`config.mk`:
```
export PLATFORM = sky130hd
export DESIGN_NAME = pwm_bank
export DESIGN_NICKNAME = d
export VERILOG_FILES = /design/src/rtl/pwm_bank_pkg.sv /design/src/rtl/pwm_timebase.sv /design/src/rtl/pwm_bank.sv
export SDC_FILE = /design/constraint.sdc
export NUM_CORES = 1
export LEC_CHECK = 0
export BUFFER_PORTS_ARGS = -buffer_cell sky130_fd_sc_hd__buf_2
export CAP_MARGIN = 20
export CORE_AREA = 5 5 156 270
export DETAILED_ROUTE_END_ITERATION = 8
export DIE_AREA = 0 0 161 275
export HOLD_SLACK_MARGIN = 0.02
export PLACE_DENSITY = 0.57
export REMOVE_ABC_BUFFERS = 1
export SLEW_MARGIN = 20
export SYNTH_ARGS = -nofsm -noshare
export SYNTH_HDL_FRONTEND = slang
export SYNTH_SLANG_ARGS = --single-unit
```
`constraint.sdc`:
```
create_clock -name clk -period 2.32 [get_ports clk]
set_input_delay 0.116 -clock clk [delete_from_list [all_inputs] [get_ports clk]]
set_output_delay 0.116 -clock clk [all_outputs]
set_load 0.01 [all_outputs]
```
`src/rtl/pwm_bank_pkg.sv`:
```
// pwm_bank_pkg
// Shared definitions for the multi-channel PWM bank: bus widths, the
// register map, the control-register bit layout and the address decoder
// used by the register file.
package pwm_bank_pkg;

    localparam int ADDR_W = 7;
    localparam int DATA_W = 8;

    localparam logic [ADDR_W-1:0] EN_OUT_BASE = 7'h00;
    localparam logic [ADDR_W-1:0] EN_PWM_BASE = 7'h04;
    localparam logic [ADDR_W-1:0] PRESC_ADDR  = 7'h08;
    localparam logic [ADDR_W-1:0] PERIOD_ADDR = 7'h09;
    localparam logic [ADDR_W-1:0] CTRL_ADDR   = 7'h0A;
    localparam logic [ADDR_W-1:0] DUTY_BASE   = 7'h20;

    localparam int IMM_BIT = 0;

    typedef enum logic [2:0] {
        REG_NONE,
        REG_EN_OUT,
        REG_EN_PWM,
        REG_PRESC,
        REG_PERIOD,
        REG_CTRL,
        REG_DUTY
    } reg_sel_e;

    // Everything from DUTY_BASE upwards is the duty window; whether the
    // channel actually exists is decided by the register file.
    function automatic reg_sel_e decode_addr(input logic [ADDR_W-1:0] addr);
        reg_sel_e sel;
        sel = REG_NONE;
        if (addr >= DUTY_BASE) begin
            sel = REG_DUTY;
        end else if (addr[ADDR_W-1:2] == EN_OUT_BASE[ADDR_W-1:2]) begin
            sel = REG_EN_OUT;
        end else if (addr[ADDR_W-1:2] == EN_PWM_BASE[ADDR_W-1:2]) begin
            sel = REG_EN_PWM;
        end else if (addr == PRESC_ADDR) begin
            sel = REG_PRESC;
        end else if (addr == PERIOD_ADDR) begin
            sel = REG_PERIOD;
        end else if (addr == CTRL_ADDR) begin
            sel = REG_CTRL;
        end
        return sel;
    endfunction

endpackage

```
`src/rtl/pwm_timebase.sv`:
```
// pwm_timebase
// Shared prescaled timebase for the PWM bank.
//   clk, rst    : system clock, synchronous active-high reset
//   presc_act   : active prescaler value, prescaler counts 0..presc_act
//   period_act  : active period value, cnt counts 0..period_act
//   cnt         : current PWM counter
//   tick        : prescaler terminal count this cycle
//   wrap        : tick on the last count of the period
module pwm_timebase #(
    parameter int CNT_W   = 8,
    parameter int PRESC_W = 8
) (
    input  logic               clk,
    input  logic               rst,
    input  logic [PRESC_W-1:0] presc_act,
    input  logic [CNT_W-1:0]   period_act,
    output logic [CNT_W-1:0]   cnt,
    output logic               tick,
    output logic               wrap
);

    logic [PRESC_W-1:0] presc_q, presc_d;
    logic [CNT_W-1:0]   cnt_q, cnt_d;

    // Only equality is tested, so a counter left above a freshly shrunk
    // limit (immediate mode) runs up to all-ones and wraps to 0 naturally.
    always_comb begin
        tick    = (presc_q == presc_act);
        wrap    = tick && (cnt_q == period_act);
        presc_d = tick ? '0 : presc_q + 1'b1;
        cnt_d   = cnt_q;
        if (tick) begin
            cnt_d = (cnt_q == period_act) ? '0 : cnt_q + 1'b1;
        end
    end

    always_ff @(posedge clk) begin
        if (rst) begin
            presc_q <= '0;
            cnt_q   <= '0;
        end else begin
            presc_q <= presc_d;
            cnt_q   <= cnt_d;
        end
    end

    assign cnt = cnt_q;

endmodule

```
`src/rtl/pwm_bank.sv`:
```
// pwm_bank
// Parametrised multi-channel PWM generator with double-buffered duty,
// period and prescaler registers written over a byte-wide bus.
//   clk, rst     : system clock, synchronous active-high reset
//   wr_en        : single-cycle write strobe
//   wr_addr      : register address
//   wr_data      : write data
//   pwm_out      : registered channel outputs
//   period_start : registered one-cycle pulse aligned with the first
//                  pwm_out cycle of each new period
module pwm_bank
    import pwm_bank_pkg::*;
#(
    parameter int NUM_CH  = 16,
    parameter int CNT_W   = 8,
    parameter int PRESC_W = 8
) (
    input  logic              clk,
    input  logic              rst,
    input  logic              wr_en,
    input  logic [ADDR_W-1:0] wr_addr,
    input  logic [DATA_W-1:0] wr_data,
    output logic [NUM_CH-1:0] pwm_out,
    output logic              period_start
);

    localparam int NUM_BYTES = NUM_CH / 8;

    logic [NUM_CH-1:0]  en_out_q, en_out_d;
    logic [NUM_CH-1:0]  en_pwm_q, en_pwm_d;
    logic               imm_mode_q, imm_mode_d;
    logic [PRESC_W-1:0] presc_sh_q, presc_sh_d, presc_act_q, presc_act_d;
    logic [CNT_W-1:0]   period_sh_q, period_sh_d, period_act_q, period_act_d;
    logic               wrap_q, wrap_d;
    logic               period_start_q, period_start_d;
    logic [NUM_CH-1:0]  pwm_out_q, pwm_out_d;

    logic [CNT_W-1:0]   cnt;
    logic               tick;
    logic               wrap;
    logic               load_act;
    reg_sel_e           reg_sel;
    logic [ADDR_W-1:0]  duty_idx;
    logic               duty_wr;

    pwm_timebase #(
        .CNT_W   (CNT_W),
        .PRESC_W (PRESC_W)
    ) u_timebase (
        .clk        (clk),
        .rst        (rst),
        .presc_act  (presc_act_q),
        .period_act (period_act_q),
        .cnt        (cnt),
        .tick       (tick),
        .wrap       (wrap)
    );

    assign reg_sel  = decode_addr(wr_addr);
    assign duty_idx = wr_addr - DUTY_BASE;
    assign duty_wr  = wr_en && (reg_sel == REG_DUTY);

    // Shadows copy from their registered value, so a write landing on the
    // wrap cycle misses this copy and waits for the next one.
    assign load_act = imm_mode_q || wrap;

    always_comb begin
        en_out_d    = en_out_q;
        en_pwm_d    = en_pwm_q;
        imm_mode_d  = imm_mode_q;
        presc_sh_d  = presc_sh_q;
        period_sh_d = period_sh_q;

        if (wr_en) begin
            case (reg_sel)
                REG_EN_OUT: begin
                    for (int k = 0; k < NUM_BYTES; k++) begin
                        if (int'(wr_addr[1:0]) == k) begin
                            en_out_d[8*k +: 8] = wr_data;
                        end
                    end
                end
                REG_EN_PWM: begin
                    for (int k = 0; k < NUM_BYTES; k++) begin
                        if (int'(wr_addr[1:0]) == k) begin
                            en_pwm_d[8*k +: 8] = wr_data;
                        end
                    end
                end
                REG_PRESC:  presc_sh_d  = wr_data[PRESC_W-1:0];
                REG_PERIOD: period_sh_d = wr_data[CNT_W-1:0];
                REG_CTRL:   imm_mode_d  = wr_data[IMM_BIT];
                default:    ;
            endcase
        end

        presc_act_d  = load_act ? presc_sh_q  : presc_act_q;
        period_act_d = load_act ? period_sh_q : period_act_q;

        // wrap is already tick-qualified; the explicit guard keeps the
        // period_start pipeline tied to an actual timebase step.
        wrap_d         = tick && wrap;
        period_start_d = wrap_q;
    end

    always_ff @(posedge clk) begin
        if (rst) begin
            en_out_q       <= '0;
            en_pwm_q       <= '0;
            imm_mode_q     <= 1'b0;
            presc_sh_q     <= '0;
            presc_act_q    <= '0;
            period_sh_q    <= '1;
            period_act_q   <= '1;
            wrap_q         <= 1'b0;
            period_start_q <= 1'b0;
            pwm_out_q      <= '0;
        end else begin
            en_out_q       <= en_out_d;
            en_pwm_q       <= en_pwm_d;
            imm_mode_q     <= imm_mode_d;
            presc_sh_q     <= presc_sh_d;
            presc_act_q    <= presc_act_d;
            period_sh_q    <= period_sh_d;
            period_act_q   <= period_act_d;
            wrap_q         <= wrap_d;
            period_start_q <= period_start_d;
            pwm_out_q      <= pwm_out_d;
        end
    end

    // Per-channel duty shadow/active pair and compare. Duty addresses whose
    // index is NUM_CH or above match no channel and are dropped.
    for (genvar c = 0; c < NUM_CH; c++) begin : g_ch
        logic [CNT_W-1:0] duty_sh_q, duty_sh_d;
        logic [CNT_W-1:0] duty_act_q, duty_act_d;

        always_comb begin
            duty_sh_d = duty_sh_q;
            if (duty_wr && (duty_idx == ADDR_W'(c))) begin
                duty_sh_d = wr_data[CNT_W-1:0];
            end
            duty_act_d = load_act ? duty_sh_q : duty_act_q;
        end

        always_ff @(posedge clk) begin
            if (rst) begin
                duty_sh_q  <= '0;
                duty_act_q <= '0;
            end else begin
                duty_sh_q  <= duty_sh_d;
                duty_act_q <= duty_act_d;
            end
        end

        assign pwm_out_d[c] = en_out_q[c] & (~en_pwm_q[c] | (cnt < duty_act_q));
    end

    assign pwm_out      = pwm_out_q;
    assign period_start = period_start_q;

endmodule

```
; ---- Word level (Yosys, flattened, before mapping)
; Index checks and enable logic that the tools add are counted.
[word_totals]
in_bits = 18
out_inout_bits = 17
elab_cells = 180
reg_bits = 355
[classes]
n_bitwise = 48
magnitude_cmp = 17
n_mux = 7
n_eq_ne = 28
n_reduce_logical = 31
addsub = 3
[ops]
columns = op, n
row1 = < comparator 8 bit, 16
row2 = equality test 7 x 4 -> 1 bit (second input constant), 11
row3 = equality test 7 x 3 -> 1 bit (second input constant), 4
row4 = logical AND 1 bit, 19
row5 = 2-to-1 mux 3 bit, 6
row6 = adder 8 x 1 -> 8 bit (second input constant), 2
row7 = bitwise AND 1 bit, 16
row8 = equality test 8 bit, 2
row9 = NOT 1 bit, 16
row10 = OR 1 bit, 16
row11 = equality test 7 x 2 -> 1 bit (second input constant), 2
row12 = AND reduction 3 bit, 4
row13 = equality test 3 bit (second input constant), 3
row14 = 2-to-1 mux 8 bit, 1
row15 = equality test 7 x 1 -> 1 bit (second input constant), 1
row16 = greater-or-equal comparator 7 x 6 -> 1 bit (second input constant), 1
row17 = logical NOT 7 bit, 1
row18 = subtractor 7 x 6 -> 7 bit (second input constant), 1
row19 = equality test 3 x 2 -> 1 bit (second input constant), 2
row20 = AND reduction 2 bit, 3
row21 = equality test 5 x 1 -> 1 bit (second input constant), 1
row22 = logical NOT 5 bit, 1
row23 = equality test 3 x 1 -> 1 bit (second input constant), 1
row24 = equality test 2 bit (second input constant), 1
row25 = 3 further kinds, 3

; ---- Depth between registers and ports, before layout
; Gate-level depths: netlist of run 1.
[depth]
depth_word = 10
depth_mapped = 10
ltp_nobuf = 7

; ---- By module
; Synthesis of run 1 repeated with hierarchy kept, for this count alone.
[hier_totals]
hier_cells = 1771
area_unflattened_um2 = 15885.2
[by_module_without_submodules]
columns = module, seq_area_each_um2, area_each_um2, cells_per_inst, n_inst
row1 = pwm_bank, 6786.5, 14880.5, 1658, 1
row2 = pwm_timebase, 320.3, 1004.7, 113, 1

; ---- Worst setup path after synthesis of run 1
; No wires, ideal clock.
[synth_path]
kind = reg2reg
startpoint = register u_timebase.cnt_q[3] (netlist: u_timebase.cnt[3])
endpoint = register g_ch[14].duty_act_q[3]
n_path_buf = 4
setup_slack_ns = 0.224
setup_time_ns = 0.071
period_less_slack_ns = 2.096
arrival_time_ns = 2.025
path_stages_with_launch = 10
cell_sequence = dfxtp_1 > xnor2_1 > and4_1 > clkbuf_1 > a41o_1 > buf_4 > buf_6 > buf_6 > nand2_1 > a21oi_1
[synth_via]
elab_chain_len = 3
[synth_rtl]
columns = item, line_no
row1 = from (decl), pwm_timebase.sv:23  ; logic [CNT_W-1:0] cnt_q, cnt_d;
row2 = from (signal assigned), pwm_timebase.sv:43  ; cnt_q <= cnt_d;
row3 = equality test 8 bit, pwm_timebase.sv:29  ; wrap = tick && (cnt_q == period_act);
row4 = logical AND 1 bit, pwm_timebase.sv:29
row5 = logical OR 1 bit, pwm_bank.sv:65  ; assign load_act = imm_mode_q || wrap;
row6 = to (signal assigned), pwm_bank.sv:152  ; duty_act_q <= duty_act_d;
row7 = to (decl), pwm_bank.sv:136  ; logic [CNT_W-1:0] duty_act_q, duty_act_d;
; No other way between the ends.
; A chain may end at the register's enable or synchronous reset.

; ---- Worst setup path in the final report of run 1
[layout_path]
startpoint = register u_timebase.presc_q[6]
endpoint = register g_ch[14].duty_act_q[1]
[layout_via]
elab_chain_len = 3
[layout_rtl]
columns = item, line_no
row1 = from (decl), pwm_timebase.sv:22  ; logic [PRESC_W-1:0] presc_q, presc_d;
row2 = from (signal assigned), pwm_timebase.sv:42  ; presc_q <= presc_d;
row3 = equality test 8 bit, pwm_timebase.sv:28  ; tick = (presc_q == presc_act);
row4 = logical AND 1 bit, pwm_timebase.sv:29
row5 = logical OR 1 bit, pwm_bank.sv:65
; No other way between the ends.

==> qor.yml, run 1 <==
finish:
  n_antenna_cell: 0
  final_area_um2: 17600
  multiInputGateArea_um2: 7650
  drive_above_1_share: 0.0820
  final-seq-area_um2: 7110
  fin_nets: 1992
  num-fill-cells: 3925
  area_growth_pct: 12.5
worst_setup_path:
  cp_data_arrival_time_ns: 2.54
  startpoint_type: "register"
  end_kind: "register"
  required_ns: 2.77
  worstPathMaxFanout: 14
  worst_r2r_path_depth: 6
  criticalPathCategory: "register to register"
cts:
  clk_path_buf_depth: 3
  cts_tree: "built"
  post-cts-setup-buffer-count: 0
  clock_latency_ns: 0.53
  hold_buffers: 1
  cts_root_buf: "clkbuf_16"
  clk_pin_slew_ns: 0.06
  cts_buffers: 34
  cts_resized: 0
  numClockSinks: 355
  htree_levels: 2
sta:
  rsz0062_at_grt: "no"
  fin_skew_ns: 0.0164
  setup_violations: 0
  finalMaxSlewViolations: 0
  relSlewSlack: 0.425
  hold_violations: 0
  fin_crit_ns: 2.09
  finalCritPeriodShare: 0.900
  worst_slew_pin_slew_ns: 0.863
  whs_ns: 0.194
  max_freq_ghz: 0.479
synthesis:
  synth_edf_count: 0
  syn-instance-count: 1844
  synth_top_area_frac: 0.454
  synth.area.top_cells: "dfxtp_1 45%, nand2_1 9.7%, ha_1 9.2%, a21oi_1 7.5%, mux2i_1 6.7%"
  synth_area_um2: 15700
  synth-seq-cells: 355
  yosysSeqAreaShare: 0.454
  synthArstFlopShare: 0
  synth_flop_cell: "dfxtp_1"
  yosys.area.top_type: "dfxtp_1"
  avgSynthCellArea_um2: 8.49
  ys_warn_count: 0
  synth_cell_type_count: 50
  synthMostInstantiatedCell: "nand2_1"
  synth_commonest_cells: "406 x nand2_1, 355 x dfxtp_1, 235 x a21oi_1"
pwr:
  irDropWorstVdd_uv: 502
  leakage_nw: 6.54
  p_total_mw: 12.3
  p_per_area_nw_per_um2: 699
place:
  gp_congestion: 0.787
  portBuffers: 34
  dpl.hpwl_um: 25100
  place_area_um2: 16500
route:
  firstDrtPassIters: 5
  drtIter0Drc: 629
  vias: 12300
  met1_length_um: 17100
  topRoutingLayerUsed: "met4"
  viasPerCell: 5.17
  ant_nets: 0
  wl_per_cell_um: 17.3
  met3_length_um: 1320
  drc: 0
  drt_wl_total_um: 41000
  wl_met2_um: 21400
min_path:
  whs_path_depth: 3
  min_path_type: "input port to register"
floorplan:
  fp.dieW_um: 161
  die-area_um2: 44300
  die_h_um: 275
  start_util: 0.393
  io_pins: 35
  core.rowCount: 97
  core-area_um2: 39800
global_route:
  grt_pass1_vias: 11900
  grt_util_all_layers: 0.186
  grt_pass1_wl_um: 65700
  overflow: 0
  antenna_found_initial: 0
  grt_max_degree: 131
status:
  status: "complete, no violations"
run:
  maxCapViolCount: 0
==> kinds of logic after synthesis <==
group                    count (synthesis)  share of synthesized area
buffers and inverters                  224                     0.0593
AO/OA/AOI/OAI                          324                      0.119
flip-flops                             355                      0.454
AND/OR/NAND/NOR                        698                      0.195
XOR/XNOR                                22                     0.0123
adder cells (fa/ha/maj)                115                     0.0919
multiplexers                           106                     0.0678
==> power by group <==
group	total, mW	internal, mW	switching (mW)
clock	5.66	3.32	2.34
sequential	6.11	6.10	0.00574
combinational	0.542	0.152	0.390
==> placed cells by master, fill, tap and decap left out, types with 12 or more instances in the layout <==
cell type	n
o21ai_0	15
ha_1	115
inv_1	117
buf_2	33
dfxtp_1	355
nand3_1	102
nand2b_1	21
xor2_1	12
buf_4	41
a21oi_1	235
mux2i_1	105
a21o_1	20
clkbuf_16	37
nor2_1	108
nand2_1	406
a41oi_1	12
a211oi_1	12
o2111ai_1	12
nand4_1	22
==> flip-flops by register name, summed over array words and instances, names as in the netlist <==
register            flops
g_ch.duty_act_q       128
g_ch.duty_sh_q        128
en_out_q               16
en_pwm_q               16
pwm_out                16
period_act_q            8
period_sh_q             8
presc_act_q             8
presc_sh_q              8
u_timebase.cnt          8
u_timebase.presc_q      8
imm_mode_q              1
period_start            1
period_start_d          1
==> area by class of cell <==
class,count,share of cell area
well taps,495,0.0352
inverters,118,0.0251
flip-flops and latches,355,0.403
multi-input cells,1265,0.434
clock inverters,3,0.00391
clock buffers,53,0.0594
repair buffers,85,0.0385
==> critical path, stage by stage, from the launching register on <==
cell and delay (ns):
dfxtp_1 0.34, xor2_1 0.17, nor4_4 0.52, a41o_4 0.51, buf_4 0.26, nand2_1 0.07
a21oi_1 0.15
==> path summary, 6_finish.rpt <==
| check | startpoint | endpoint | slack, ns |
|---|---|---|---|
| max | u_timebase.presc_q[6] | g_ch[14].duty_act_q[1] | 0.23 |
| min | wr_data[7] | g_ch[9].duty_sh_q[7] | 0.19 |
| max reg2reg | u_timebase.presc_q[6] | g_ch[14].duty_act_q[1] | 0.23 |
| min reg2reg | g_ch[3].duty_act_q[2] | g_ch[3].duty_act_q[2] | 0.45 |
==> metrics by stage <==
step	utilization	worst slack (ns)	cells	setup TNS, ns
3_5_place_dp	0.414	0.237	2317	0
3_3_place_gp	0.414	0.257	2317	0
2_1_floorplan	-	-1.66	1738	-247.51
5_1_grt	0.443	0.0327	2374	0
6_report	0.443	0.233	2374	0
4_1_cts	0.443	0.229	2374	0
==> layer usage <==
metal  vias up  track usage
li1       6200            -
met1      5814        0.225
met2       192        0.346
met3        59       0.0193
met4         0       0.0584
met5         -            0
No activity file was read; power rests on OpenSTA's default activity.
==> run 2: changes to the inputs <==
==> constraint.sdc (replaced) <==
create_clock -name clk -period 2.32 [get_ports clk]
set_input_delay 0.464 -clock clk [delete_from_list [all_inputs] [get_ports clk]]
set_output_delay 0.464 -clock clk [all_outputs]
set_load 0.01 [all_outputs]
==> qor.yml, run 2 (synthesis gave the netlist of run 1 again) <==
worst_setup_path:
  worst_r2r_path_depth: 7
  crit-reg2reg-launch: "u_timebase.presc_q[4]"
  end_kind: "register"
  criticalPathCategory: "register to register"
  crit_family: "buffers and inverters"
  required_ns: 2.76
  worstPathMaxFanout: 136
  cp_data_arrival_time_ns: 2.54
  cp_num_cells: 7
  r2r_slack_ns: 0.21
  timing.rr.end: "g_ch[2].duty_act_q[1]"
  cpMaxStageDelayCell: "buf_12"
  max_stage_delay_ns: 0.55
  worst-path-buf-inv: 2
  crit_chain: "xor2_1 -> nor4_4 -> buf_4 -> a41oi_4 -> buf_12 -> nand2_1 -> a21oi_1"
  startpoint_type: "register"
global_route:
  grt_util_all_layers: 0.186
  antenna_found_initial: 0
  overflow: 0
  grt_max_degree: 219
  grt_pass1_wl_um: 65700
  grt_pass1_vias: 12000
floorplan:
  core-area_um2: 39800
  core.rowCount: 97
  fp.dieW_um: 161
  die_h_um: 275
  start_util: 0.393
  io_pins: 35
  die-area_um2: 44300
cts:
  cts_buffers: 35
  cts_root_buf: "clkbuf_16"
  cts_tree: "built"
  cts_resized: 0
  clk_path_buf_depth: 3
  clock_latency_ns: 0.53
  numClockSinks: 355
  hold_buffers: 0
  clk_pin_slew_ns: 0.07
  post-cts-setup-buffer-count: 0
  htree_levels: 2
route:
  met3_length_um: 1250
  wl_per_cell_um: 17.4
  drt_wl_total_um: 41600
  met1_length_um: 17700
  vias: 12500
  wl_met2_um: 21400
  firstDrtPassIters: 5
  drtIter0Drc: 731
  topRoutingLayerUsed: "met4"
  viasPerCell: 5.21
  drc: 0
  ant_nets: 0
finish:
  area_growth_pct: 14.6
  stdcell_count: 2392
  final_area_um2: 18000
  drive_above_1_share: 0.0959
  reg.largest.list: "g_ch.duty_act_q (128), g_ch.duty_sh_q (128)"
  n_antenna_cell: 0
  final_cell_mix: "406 x nand2_1, 355 x dfxtp_1, 235 x a21oi_1, 117 x inv_1, 115 x ha_1"
  fin_nets: 2004
  final_common_cell: "nand2_1"
  num-fill-cells: 3921
sta:
  rsz0062_at_grt: "no"
  relSlewSlack: 0.223
  fin_skew_ns: 0.0192
  finalMaxSlewViolations: 0
  fin_crit_ns: 2.11
  worst_slew_pin_slew_ns: 1.17
  setup_violations: 0
  finalCritPeriodShare: 0.908
  max_freq_ghz: 0.475
  whs_ns: 0.240
  hold_violations: 0
pwr:
  irDropWorstVdd_uv: 428
  p_total_mw: 12.9
  leakage_nw: 6.70
  p_per_area_nw_per_um2: 718
run:
  maxCapViolCount: 0
min_path:
  min_from: "wr_data[5]"
  min_to: "g_ch[10].duty_sh_q[5]"
  whs_path_depth: 3
  min_path_type: "input port to register"
place:
  dpl.cell_count: 2329
  gp_congestion: 0.763
  portBuffers: 34
  place_area_um2: 16700
  dpl.hpwl_um: 25200
status:
  status: "complete, no violations"
[run 2: worst max path at each step]
stage,start,to,slack (ns)
after floorplan,u_timebase.cnt[5],g_ch[0].duty_act_q[0],-1.66
after detailed placement,wr_addr[5],period_sh_q[3],-0.1
final,u_timebase.presc_q[4],g_ch[2].duty_act_q[1],0.21
after CTS,u_timebase.presc_q[4],g_ch[8].duty_act_q[4],0.20
after global placement,wr_addr[5],period_sh_q[3],-0.09
after global routing,u_timebase.presc_q[5],g_ch[8].duty_act_q[5],0.08
[run 2: per-stage QoR]
step                utilization  setup slack, ns  TNS, ns
global route              0.451           0.0811        0
CTS                       0.451            0.201        0
detailed placement        0.419          -0.0973    -1.27
global placement          0.419          -0.0922   -0.683
floorplan                     -            -1.66  -267.10
finish                    0.451            0.214        0
[run 2: area by class of cell]
class	instances	area [um^2]	share of cell area
clock inverters	14	190	0.0106
flip-flops and latches	355	7110	0.396
clock buffers	49	1080	0.0602
multi-input cells	1265	7650	0.426
repair buffers	96	858	0.0478
well taps	495	619	0.0345
inverters	118	443	0.0247
[run 2: per-layer routing]
| layer | GRT usage | vias up |
|---|---|---|
| li1 | - | 6231 |
| met1 | 0.222 | 5979 |
| met2 | 0.345 | 188 |
| met3 | 0.0198 | 75 |
| met4 | 0.0622 | 0 |
| met5 | 0 | - |
[run 2: power by group]
part | internal, mW | switching (mW) | total [mW]
Clock | 3.72 | 2.49 | 6.21
Sequential | 6.10 | 0.00720 | 6.11
Combinational | 0.167 | 0.396 | 0.563
[run 2: worst reg2reg max path, delay by kind of cell, from the launching register on]
family / cells / cell delay, ns
AND/OR/NAND/NOR: 2 / 0.25
AO/OA/AOI/OAI: 2 / 0.37
buffers and inverters: 2 / 0.72
flip-flops: 1 / 0.39
XOR/XNOR: 1 / 0.29
==> run 3: changes to the inputs <==
--- a/config.mk
+++ b/config.mk
@@ -12,6 +12,7 @@
 export DIE_AREA = 0 0 161 275
 export HOLD_SLACK_MARGIN = 0.02
 export PLACE_DENSITY = 0.57
+export RECOVER_POWER = 100
 export REMOVE_ABC_BUFFERS = 1
 export SLEW_MARGIN = 20
 export SYNTH_ARGS = -nofsm -noshare
==> qor.yml, run 3 (synthesis gave the netlist of run 1 again) <==
cts:
  cts_tree: "built"
  htree_levels: 2
  cts_root_buf: "clkbuf_16"
  cts_resized: 0
  post-cts-setup-buffer-count: 0
  numClockSinks: 355
  hold_buffers: 0
  clk_pin_slew_ns: 0.07
  clock_latency_ns: 0.53
  cts_buffers: 35
  clk_path_buf_depth: 3
pwr:
  p_per_area_nw_per_um2: 726
  irDropWorstVdd_uv: 436
  p_total_mw: 12.9
  leakage_nw: 6.55
route:
  firstDrtPassIters: 5
  drc: 0
  ant_nets: 0
  drtIter0Drc: 663
  viasPerCell: 5.21
  vias: 12500
  drt_wl_total_um: 41600
  wl_per_cell_um: 17.4
floorplan:
  io_pins: 35
  core.rowCount: 97
  fp.dieW_um: 161
  die-area_um2: 44300
  die_h_um: 275
  core-area_um2: 39800
  start_util: 0.393
place:
  post-place-ws_ns: -0.0973
  place_area_um2: 16700
  gp_congestion: 0.763
  portBuffers: 34
  dpl.cell_count: 2329
  dpl.hpwl_um: 25200
sta:
  setup_violations: 0
  whs_ns: 0.242
  fin_crit_ns: 2.18
  worst_slack_ns: 0.135
  relSlewSlack: -0.149
  finalMaxSlewViolations: 97
  worst_slew_pin_slew_ns: 1.72
  setup_tns_ns: 0
  fin_skew_ns: 0.0188
  rsz0062_at_grt: "no"
  finalCritPeriodShare: 0.942
  max_freq_ghz: 0.458
  hold_violations: 0
worst_setup_path:
  startpoint_type: "input port"
  worstPathMaxFanout: 8
  crit_chain: "buf_2 -> clkbuf_4 -> or4b_1 -> nor4_1 -> nand2_1 -> clkbuf_2 -> mux2i_1 -> nor2_1"
  max_stage_delay_ns: 0.58
  cp_data_arrival_time_ns: 2.53
  criticalPathCategory: "input port to register"
  worst-path-buf-inv: 3
  crit-reg2reg-launch: "u_timebase.cnt[1]"
  critPathLaunch: "wr_addr[5]"
  r2r_slack_ns: 0.17
  cp_num_cells: 8
  end_kind: "register"
  timing.rr.end: "g_ch[5].duty_act_q[3]"
  crit_family: "simple AND/OR/NAND/NOR gates"
  required_ns: 2.66
  cpMaxStageDelayCell: "or4b_1"
  worst_r2r_path_depth: 6
  crit_end: "en_out_q[0]"
finish:
  final_area_um2: 17700
  drive_above_1_share: 0.0785
  stdcell_count: 2392
  final_common_cell: "nand2_1"
  fin_nets: 2004
  n_antenna_cell: 0
  area_growth_pct: 13.2
  final_util: 0.446
  num-fill-cells: 3965
  reg.largest.list: "g_ch.duty_act_q (128), g_ch.duty_sh_q (128)"
  final-seq-area_um2: 7110
  final_cell_mix: "406 x nand2_1, 355 x dfxtp_1, 235 x a21oi_1, 117 x inv_1, 115 x ha_1"
  multiInputGateArea_um2: 7560
global_route:
  grt_pass1_vias: 12000
  antenna_found_initial: 0
  overflow: 0
  grt_util_all_layers: 0.186
  grt_max_degree: 219
  grt_pass1_wl_um: 65700
min_path:
  min_path_type: "input port to register"
status:
  violations: "capacitance limit, slew limit"
  status: "complete, but fails checks"
run:
  maxCapViolCount: 1
-- run 3: cell count changes in the layout (fill, tap and decap cells not counted), sizes merged --
cell    delta
buf       -30
clkbuf    +30
-- run 3: per-layer routing --
layer	share of wire	wire length, um	track usage	vias up
li1	-	-	-	6237
met1	0.42	17600	0.222	5970
met2	0.51	21400	0.345	187
met3	0.032	1330	0.0198	76
met4	0.030	1240	0.0622	0
met5	0	0	0	-
-- run 3: worst min-delay path, delay by kind of cell --
kind | cells | cell delay (ns)
buffers and inverters | 1 | 0.14
and+or+nand+nor | 1 | 0.07
AOI/OAI and AO/OA | 1 | 0.05
-- run 3: cell type report --
type	count	area share
sequential	355	0.401
clock inverter	14	0.0107
clock buffer	49	0.0609
multi-input combinational	1265	0.426
tap	495	0.0349
inverter	118	0.0250
timing repair buffer	96	0.0415
-- run 3: worst min path at each step --
stage                            end  depth (start not counted)  slack (ns)             startpoint
5_1_grt        g_ch[10].duty_sh_q[5]                          3        0.26             wr_data[5]
2_1_floorplan           period_start                          1        0.41         period_start_d
3_5_place_dp   g_ch[4].duty_act_q[7]                          2        0.44  g_ch[4].duty_act_q[7]
6_report       g_ch[10].duty_sh_q[5]                          3        0.24             wr_data[5]
4_1_cts        g_ch[10].duty_sh_q[5]                          3        0.23             wr_data[5]
3_3_place_gp   g_ch[9].duty_act_q[0]                          2        0.44  g_ch[9].duty_act_q[0]
-- run 3: power by group --
group	internal [mW]	switching [mW]
Combinational	0.159	0.387
Sequential	6.10	0.00720
Clock	3.72	2.49
Total	9.98	2.89
